**src/rtl/alu_arbiter_pkg.sv**
```systemverilog
// Shared constants and types for the two-port ALU arbiter.
// Holds the ALU select codes, port indices and arbitration modes.
package alu_arbiter_pkg;

    localparam int DATA_W = 32;
    localparam int SEL_W  = 4;

    // ALU select encoding; codes not listed here pass in1 through
    localparam logic [SEL_W-1:0] ALU_SEL_ADD  = 4'd0;
    localparam logic [SEL_W-1:0] ALU_SEL_SUB  = 4'd1;
    localparam logic [SEL_W-1:0] ALU_SEL_SLL  = 4'd2;
    localparam logic [SEL_W-1:0] ALU_SEL_SLT  = 4'd3;
    localparam logic [SEL_W-1:0] ALU_SEL_SLTU = 4'd4;
    localparam logic [SEL_W-1:0] ALU_SEL_XOR  = 4'd5;
    localparam logic [SEL_W-1:0] ALU_SEL_SRL  = 4'd6;
    localparam logic [SEL_W-1:0] ALU_SEL_SRA  = 4'd7;
    localparam logic [SEL_W-1:0] ALU_SEL_OR   = 4'd8;
    localparam logic [SEL_W-1:0] ALU_SEL_AND  = 4'd9;

    localparam logic ARB_PORT0 = 1'b0;
    localparam logic ARB_PORT1 = 1'b1;

    localparam bit ARB_RR    = 1'b0;
    localparam bit ARB_FIXED = 1'b1;

    typedef struct packed {
        logic [DATA_W-1:0] in1;
        logic [DATA_W-1:0] in2;
        logic [SEL_W-1:0]  sel;
    } alu_req_t;

endpackage

```
**src/rtl/alu.sv**
```systemverilog
// Combinational 32-bit ALU shared by the arbiter ports.
// Shift amounts use the low five bits of in2.
module alu
    import alu_arbiter_pkg::*;
(
    input  logic [DATA_W-1:0] in1,
    input  logic [DATA_W-1:0] in2,
    input  logic [SEL_W-1:0]  sel,
    output logic [DATA_W-1:0] out
);

    logic [4:0] shamt;
    assign shamt = in2[4:0];

    always_comb begin
        out = in1;
        case (sel)
            ALU_SEL_ADD:  out = in1 + in2;
            ALU_SEL_SUB:  out = in1 - in2;
            ALU_SEL_SLL:  out = in1 << shamt;
            ALU_SEL_SLT:  out = {31'd0, $signed(in1) < $signed(in2)};
            ALU_SEL_SLTU: out = {31'd0, in1 < in2};
            ALU_SEL_XOR:  out = in1 ^ in2;
            ALU_SEL_SRL:  out = in1 >> shamt;
            ALU_SEL_SRA:  out = $unsigned($signed(in1) >>> shamt);
            ALU_SEL_OR:   out = in1 | in2;
            ALU_SEL_AND:  out = in1 & in2;
            default:      out = in1;
        endcase
    end

endmodule

```
**src/rtl/alu_arbiter.sv**
```systemverilog
// Two requesters share one ALU; one grant per cycle, round-robin or port-0 priority.
// Each port owns a response register that holds its result until consumed.
module alu_arbiter
    import alu_arbiter_pkg::*;
#(
    parameter bit PRIO_REQ0 = ARB_RR
)
(
    input  logic              clk,
    input  logic              rst_n,
    input  logic              req0_valid,
    output logic              req0_ready,
    input  logic [DATA_W-1:0] req0_in1,
    input  logic [DATA_W-1:0] req0_in2,
    input  logic [SEL_W-1:0]  req0_sel,
    input  logic              req1_valid,
    output logic              req1_ready,
    input  logic [DATA_W-1:0] req1_in1,
    input  logic [DATA_W-1:0] req1_in2,
    input  logic [SEL_W-1:0]  req1_sel,
    output logic              rsp0_valid,
    output logic [DATA_W-1:0] rsp0_data,
    input  logic              rsp0_ready,
    output logic              rsp1_valid,
    output logic [DATA_W-1:0] rsp1_data,
    input  logic              rsp1_ready
);

    alu_req_t [1:0]          req;
    logic     [1:0]          req_valid;
    logic     [1:0]          rsp_ready_vec;
    logic     [1:0]          elig;
    logic     [1:0]          grant;
    logic     [1:0]          rsp_valid_reg;
    logic     [1:0]          rsp_valid_next;
    logic     [1:0][DATA_W-1:0] rsp_data_reg;
    logic     [1:0][DATA_W-1:0] rsp_data_next;
    logic                    last_grant_reg;
    logic                    last_grant_next;
    logic                    mux_idx;
    logic     [DATA_W-1:0]   alu_out;

    assign req[0]           = '{in1: req0_in1, in2: req0_in2, sel: req0_sel};
    assign req[1]           = '{in1: req1_in1, in2: req1_in2, sel: req1_sel};
    assign req_valid        = {req1_valid, req0_valid};
    assign rsp_ready_vec    = {rsp1_ready, rsp0_ready};

    // A full response register can still accept if it drains this cycle
    generate
        for (genvar gi = 0; gi < 2; gi++) begin : g_port
            assign elig[gi] = req_valid[gi] && (!rsp_valid_reg[gi] || rsp_ready_vec[gi]);

            always_comb begin
                rsp_valid_next[gi] = rsp_valid_reg[gi];
                rsp_data_next[gi]  = rsp_data_reg[gi];
                if (grant[gi]) begin
                    rsp_valid_next[gi] = 1'b1;
                    rsp_data_next[gi]  = alu_out;
                end else if (rsp_ready_vec[gi]) begin
                    rsp_valid_next[gi] = 1'b0;
                end
            end
        end
    endgenerate

    always_comb begin
        grant = 2'b00;
        if (rst_n) begin
            if (elig == 2'b11) begin
                if (PRIO_REQ0 == ARB_FIXED || last_grant_reg == ARB_PORT1) begin
                    grant = 2'b01;
                end else begin
                    grant = 2'b10;
                end
            end else begin
                grant = elig;
            end
        end
    end

    // With no grant the mux idles on port 0 and the ALU result is dropped
    assign mux_idx         = grant[1];
    assign last_grant_next = (|grant) ? grant[1] : last_grant_reg;

    alu u_alu (
        .in1 (req[mux_idx].in1),
        .in2 (req[mux_idx].in2),
        .sel (req[mux_idx].sel),
        .out (alu_out)
    );

    always_ff @(posedge clk) begin
        if (!rst_n) begin
            rsp_valid_reg  <= 2'b00;
            rsp_data_reg   <= '0;
            last_grant_reg <= ARB_PORT1;
        end else begin
            rsp_valid_reg  <= rsp_valid_next;
            rsp_data_reg   <= rsp_data_next;
            last_grant_reg <= last_grant_next;
        end
    end

    assign req0_ready = grant[0];
    assign req1_ready = grant[1];
    assign rsp0_valid = rsp_valid_reg[0];
    assign rsp1_valid = rsp_valid_reg[1];
    assign rsp0_data  = rsp_data_reg[0];
    assign rsp1_data  = rsp_data_reg[1];

endmodule

```
**config.mk**
```make
export PLATFORM = sky130hd
export DESIGN_NAME = alu_arbiter
export DESIGN_NICKNAME = d
export VERILOG_FILES = /design/src/rtl/alu_arbiter_pkg.sv /design/src/rtl/alu.sv /design/src/rtl/alu_arbiter.sv
export SDC_FILE = /design/constraint.sdc
export NUM_CORES = 1
export LEC_CHECK = 0
export ABC_AREA = 1
export CAP_MARGIN = 20
export CORE_MARGIN = 2
export CORE_UTILIZATION = 51
export CTS_CLUSTER_DIAMETER = 40
export DETAILED_ROUTE_END_ITERATION = 10
export GPL_TIMING_DRIVEN = 0
export PLACE_DENSITY = 0.77
export SLEW_MARGIN = 20
export SYNTH_ARGS = -nofsm -noshare
export SYNTH_HDL_FRONTEND = slang
export SYNTH_SLANG_ARGS = --single-unit
```
**constraint.sdc**
```tcl
create_clock -name clk -period 3.7 [get_ports clk]
set_input_delay 0.74 -clock clk [delete_from_list [all_inputs] [get_ports clk]]
set_output_delay 0.74 -clock clk [all_outputs]
set_load 0.005 [all_outputs]
```
==> results.txt, run 1 <==
The number of cells after detailed placement is 3075. The mean cell area of the mapped netlist came out at ~5.2 µm². The worst-path endpoint after global-route repair_timing is rsp0_data[10]$_SDFFE_PN0P_/D. The adder and majority gate portion of the synthesized area is 9.35%. The flow did not finish. The I/O pin count came out at 210. The instance area at placement is 15800 µm². The tree is rooted in a sky130_fd_sc_hd__clkbuf_16. The post-synthesis cell count is around 2500. The count of buffers inserted at the top-level ports came out at 209.

By area the synthesized netlist is led by sky130_fd_sc_hd__nand2_1 (23%), sky130_fd_sc_hd__nand3_1 (16%), sky130_fd_sc_hd__dfxtp_1 (10%), sky130_fd_sc_hd__ha_1 (9.1%), sky130_fd_sc_hd__inv_1 (8.7%). The post-synthesis simple-gate area fraction came out at between 40% and 50%. Summing the sequential cell areas from Yosys gives 10.1% of the chip area.

The number of nets in the synthesized netlist is 2771. The aggregate global-route resource usage is 74.8%. The final estimated routing congestion in global placement came out at roughly 1.2. The maximum count of clock buffers along a single path is 2. The number of CTS-inserted buffers came out at 9.

The failing step is global routing. The height of the die came out at about 170 µm. The total grt overflow is 21.

Summing the areas of all xor and xnor instances in the mapped netlist gives 0% of the synthesized area. The post-synthesis instance area came out at about 13000 µm². The tool reported: "[ERROR GRT-0232] Routing congestion too high. Check the congestion heatmap in the GUI". By area, the combinational part of the netlist is dominated by simple AND/OR/NAND/NOR gates. The compound-gate portion of the synthesized area came out at between 10% and 20%.

Detailed placement ended at an HPWL of about 58000 µm. The count of warnings emitted by yosys came out at 0. The library cell occupying the most area in the post-synthesis netlist is sky130_fd_sc_hd__nand2_1. After synthesis, the largest area contributor takes up 22.7% of total cell area. The maximum number of pins on one net before global-route repair came out at 20. The width of the chip came out at 165 µm.

The share of cell area taken by muxes after synthesis is 0%. The starting density of the core came out at between 50% and 60%. The H-tree depth reported by CTS is 3. The number of storage elements in the synthesis netlist came out at 67. For this design, the CTS-stage hold fixing added 0 buffers. Clock tree synthesis found a total of 67 sinks.

The type of pin the worst path ends at is a register data pin. The number of unique standard cell types used by synthesis came out at a little over 50. The standard-cell row count came out at 59.
-- through the flow --
step / hold WS [ps] / utilization [%] / setup slack (ps)
floorplan: 447 / - / 7.58
global placement: 436 / 61.2 / -1940
detailed placement: 438 / 61.2 / -1990
CTS: 453 / 69.0 / -23.8
-- kinds of logic after synthesis --
kind of cell,count (synthesis)
buf+inv,441
compound gates,398
simple gates,1527
flops,67
fa+ha+maj,98
-- per-layer routing --
metal  global-route usage [%]  overflow
met2                     89.0        10
met3                     63.3         2
met5                     46.6         0
met4                     62.7         9
met1                     77.5         0
-- what timing repair did --
item	4_1_cts
pin swaps	80
cloned	5
gates resized for setup	342
buffers inserted	68
endpoints found under the setup margin	66
-- synth_stat cells (all sizes together) --
cell	number
o21bai	3
a21boi	5
a21oi	139
a221oi	3
o21a	12
o221ai	1
nor4	5
clkbuf	51
clkinv	1
nor3b	1
o2111ai	7
o21ai	165
dfxtp	67
o211ai	13
o31ai	2
a2111oi	1
ha	96
nand2	824
nand4	18
a211oi	10
or2	6
a31oi	11
fa	2
a311oi	2
a21o	4
o221a	1
o22ai	18
o311ai	1
nor3	23
inv	318
and3	3
nor2	212
nand3	414
nand3b	21
buf	71
==> run 2, diff against run 1 <==
--- a/config.mk
+++ b/config.mk
@@ -8,11 +8,10 @@
 export ABC_AREA = 1
 export CAP_MARGIN = 20
 export CORE_MARGIN = 2
-export CORE_UTILIZATION = 51
-export CTS_CLUSTER_DIAMETER = 40
+export CORE_UTILIZATION = 40
 export DETAILED_ROUTE_END_ITERATION = 10
 export GPL_TIMING_DRIVEN = 0
-export PLACE_DENSITY = 0.77
+export PLACE_DENSITY_LB_ADDON = 0.15
 export SLEW_MARGIN = 20
 export SYNTH_ARGS = -nofsm -noshare
 export SYNTH_HDL_FRONTEND = slang
==> constraint.sdc (replaced) <==
create_clock -name clk -period 4.8 [get_ports clk]
set_input_delay 0.96 -clock clk [delete_from_list [all_inputs] [get_ports clk]]
set_output_delay 0.96 -clock clk [all_outputs]
set_load 0.005 [all_outputs]
==> results.txt, run 2 <==
The number of unique standard cell types used by synthesis came to 51 (unchanged). The number of cells after detailed placement is 3182 (was 3075). The count of nets left with antenna violations once routing finished came out at 0. The height of the die is 186 µm (was 165 µm).

The maximum achievable frequency is 212 MHz. The starting density of the core came out at 40.7% (was 51.4%). The detailed-router iteration count before antenna repair is 8. The total power divided by cell area came out at 255 nW/µm². The number of storage elements in the synthesis netlist is 67 (unchanged). The count of warnings emitted by yosys came out at 0 (unchanged). The violation count after the first detailed-routing iteration is 2968. The register area share after synthesis came out at 10.1% (unchanged).

The final critical-path setup slack came out at 87.3 ps. The cell at the root of the clock tree is sky130_fd_sc_hd__clkbuf_16 (unchanged). The worst setup slack before clock tree synthesis is -1600 ps (was -1990 ps). The CTS clock-pin slew for the worst setup and hold paths is 60 ps. The normalized max-slew margin is 21.0%. The I/O pin count is 210 (unchanged). The number of nets in the synthesized netlist came to 2771 (unchanged). Across all layers, the routed design uses 19500 vias.

The mean cell area of the mapped netlist came to 5.24 µm² (unchanged). The endpoint identified for the worst register-to-register timing path is rsp1_data[30]. The transition time at the pin with the least slew margin is 1180 ps. The final critical-path share of the clock period came out at a little over nine tenths. The final estimated routing congestion in global placement is 1.14 (was 1.21). The final net count came out at 3010. After detailed routing, the number of vias per cell comes to roughly 6.0. In this design, the critical path's most frequently occurring cell is sky130_fd_sc_hd__nand2_1.

Leaving out fill and tap cells, the most frequent cells in the layout are sky130_fd_sc_hd__nand2_1 (781), sky130_fd_sc_hd__nand3_1 (399), sky130_fd_sc_hd__inv_1 (300). The worst-case clock skew came out at between 6 and 7 ps. Across the VDD grid, the largest voltage drop is approximately 0.22 mV. The worst register-to-register path has a depth of 25.

The library cell used most frequently in the layout, excluding fill and tap cells, is sky130_fd_sc_hd__nand2_1. The DRC violations left came out at 0. In this run the most critical hold path is launched from rsp0_data[6].

The sink of the worst hold path is rsp0_data[6]. The number of hold-repair buffers added at the cts stage is 0 (unchanged). The final number of setup-violating endpoints came out at 0. The post-synthesis instance area came out at 13300 µm² (unchanged).

Status: completed (was stopped before the end). The number of synthesized flops with an enable pin came out at 0 (unchanged). The largest single stage delay on the critical path is 450 ps. The startpoint identified for the worst register-to-register timing path is rsp_valid_reg[0]. The aggregate global-route resource usage came out at 45.1%. The class of the worst hold path is reg -> reg. The number of max-slew violations in the final report was 0. Once layout is complete, the cells apart from fillers number 3218. The TritonCTS clock tree is done.

STA classifies the critical path startpoint as a primary input. The area taken by flip-flops and latches came out at between 1000 and 1500 µm². Data on the critical path is required at its endpoint by 5040 ps. The most instantiated library cell after synthesis is sky130_fd_sc_hd__nand2_1 (unchanged). The cell leakage power came out at 8.53 nW. STA puts the critical path data arrival time at 4950 ps.

The critical path is of the in -> reg type. Top post-synthesis cells by count: sky130_fd_sc_hd__nand2_1 (804), sky130_fd_sc_hd__nand3_1 (412), sky130_fd_sc_hd__inv_1 (306), sky130_fd_sc_hd__nor2_1 (204), sky130_fd_sc_hd__a21oi_1 (139) (unchanged). The number of sinks on the clock net came out at 67 (unchanged). The detailed-route wire length came out at 81200 µm.

The floorplan step defined a core boundary enclosing 32600 µm². The count of buffers inserted at the top-level ports is 209 (unchanged). The prevailing post-synth register cell is sky130_fd_sc_hd__dfxtp_1 (unchanged). The library cell contributing the largest single delay on the critical path is sky130_fd_sc_hd__clkdlybuf4s50_1.

From synthesis to final layout, the design area changed by 31.1%. The setup slack of the most critical reg-to-reg path is around 860 ps. Of the cells placed in the final design, the portion with a size suffix greater than 1 is between 10% and 20%. Setup repair after global routing could not meet its margin everywhere. The standard-cell row count is 66 (was 59).

STA classifies the critical path endpoint as a register. The placed wire-length estimate after detailed placement was 65200 µm (was 57900 µm). Entering global routing, the biggest net connects 22 pins. The critical-path maximum fanout came out at 10. The number of CTS-inserted buffers came out at 9 (unchanged). The wire length of the first global-routing pass is 113000 µm. The die area is between 30000 and 40000 µm². The tool flagged a number of max-cap violations equal to 0. The clock latency at the later pin of the worst-skew pair came out at 350 ps. The combined area of the multi-input logic cells came out at 11000 µm². The final hold slack came out at 451 ps. The fill cell instance count of the final layout is 3445.

The share of flip-flops with an asynchronous set or reset after synthesis is 0% (unchanged). The minimum period implied by the final worst setup slack is ~4700 ps. The initial antenna violation count came out at 0. The via count of the first global-routing pass came out at 17100.

The post-synthesis cell count is 2531 (unchanged). The total grt overflow came out at 0. The library cell occupying the most area in the post-synthesis netlist was sky130_fd_sc_hd__nand2_1 (unchanged). Cells taking the most area after synthesis: sky130_fd_sc_hd__nand2_1 (23%), sky130_fd_sc_hd__nand3_1 (16%), sky130_fd_sc_hd__dfxtp_1 (10%), sky130_fd_sc_hd__ha_1 (9.1%), sky130_fd_sc_hd__inv_1 (8.7%) (unchanged). The routed length per placed instance is 25.2 µm. The H-tree depth reported by CTS came out at 3 (unchanged). The maximum count of clock buffers along a single path is 2 (unchanged).

The width of the chip is 186 µm (was 165 µm). The number of instances on the worst hold path came out at 2. The area share of the leading cell type in the synthesized netlist came out at 22.7% (unchanged). The number of failing hold endpoints at the final stage is 0.
[run 2: cell counts after synthesis]
No cell type changed its count.
[run 2: critical path, delay by kind of cell]
| kind | cells | cell delay, ps |
|---|---|---|
| buf+inv | 9 | 1670 |
| fa+ha+maj | 1 | 340 |
| compound gates | 1 | 90 |
| simple gates | 16 | 1860 |
[run 2: cell families (layout without fill, tap and decap cells)]
kind of cell | after synthesis | after routing | share of synthesized area [%]
adders and majority gates | 98 | 98 | 9.35
buffers and inverters | 441 | 685 | 13.6
and+or+nand+nor | 1527 | 1527 | 49.3
AOI/OAI and AO/OA | 398 | 398 | 17.6
DFF | 67 | 67 | 10.1
other | 0 | 1 | 0
[run 2: power by group]
group,internal [W],leakage (nW),total [W],switching (W)
Sequential,0.000621,0.550,0.000659,0.0000386
Combinational,0.00100,7.84,0.00309,0.00209
Clock,0.000409,0.141,0.000687,0.000278
Total,0.00203,8.53,0.00444,0.00241
[run 2: cell type report]
type	instances	share of cell area, %
well taps	442	3.18
inverters	319	6.94
clock buffers	10	1.32
clock inverters	6	0.424
plain buffers	100	3.52
diodes	1	0.0144
multi-input cells	2023	62.9
repair buffers	250	14.0
flip-flops and latches	67	7.71
[run 2: how the worst max path moves through the flow]
stage | start | end | slack [ps]
after floorplan | rsp0_ready | rsp1_data[22] | 700
after global placement | rsp0_ready | rsp0_data[27] | -1560
after detailed placement | rsp0_ready | rsp1_data[20] | -1600
after CTS | rsp0_ready | rsp0_data[28] | -20
after global routing | rsp1_ready | rsp1_data[22] | -30
final | rsp0_ready | rsp1_data[30] | 90
[run 2: per-layer routing]
layer | track usage (%) | part of all wire, % | vias to the layer above
met5 | 0 | 0 | -
met3 | 16.6 | 15 | 324
met4 | 23.5 | 6.7 | 0
met1 | 60.3 | 39 | 8835
met2 | 62.6 | 39 | 1574
li1 | - | - | 8733
[run 2: per-stage QoR]
| stage | TNS (ps) | util [%] | cell area (µm²) | total power (W) |
|---|---|---|---|---|
| floorplan | 0 | - | 13300 | 0.00220 |
| global placement | -71040 | 48.8 | 15900 | 0.00327 |
| detailed placement | -74640 | 48.8 | 15900 | 0.00328 |
| CTS | -15.2 | 50.7 | 16500 | 0.00407 |
| global route | -84.1 | 53.3 | 17400 | 0.00461 |
| finish | 0 | 53.3 | 17400 | 0.00444 |
[run 2: what timing repair did]
| item | CTS | global route |
|---|---|---|
| endpoints found under the setup margin | 60 | 58 |
| pin swaps | 9 | 25 |
| resized for setup | 114 | 164 |
| setup buffers | 11 | 30 |
Power figures use the tool's default switching activity.
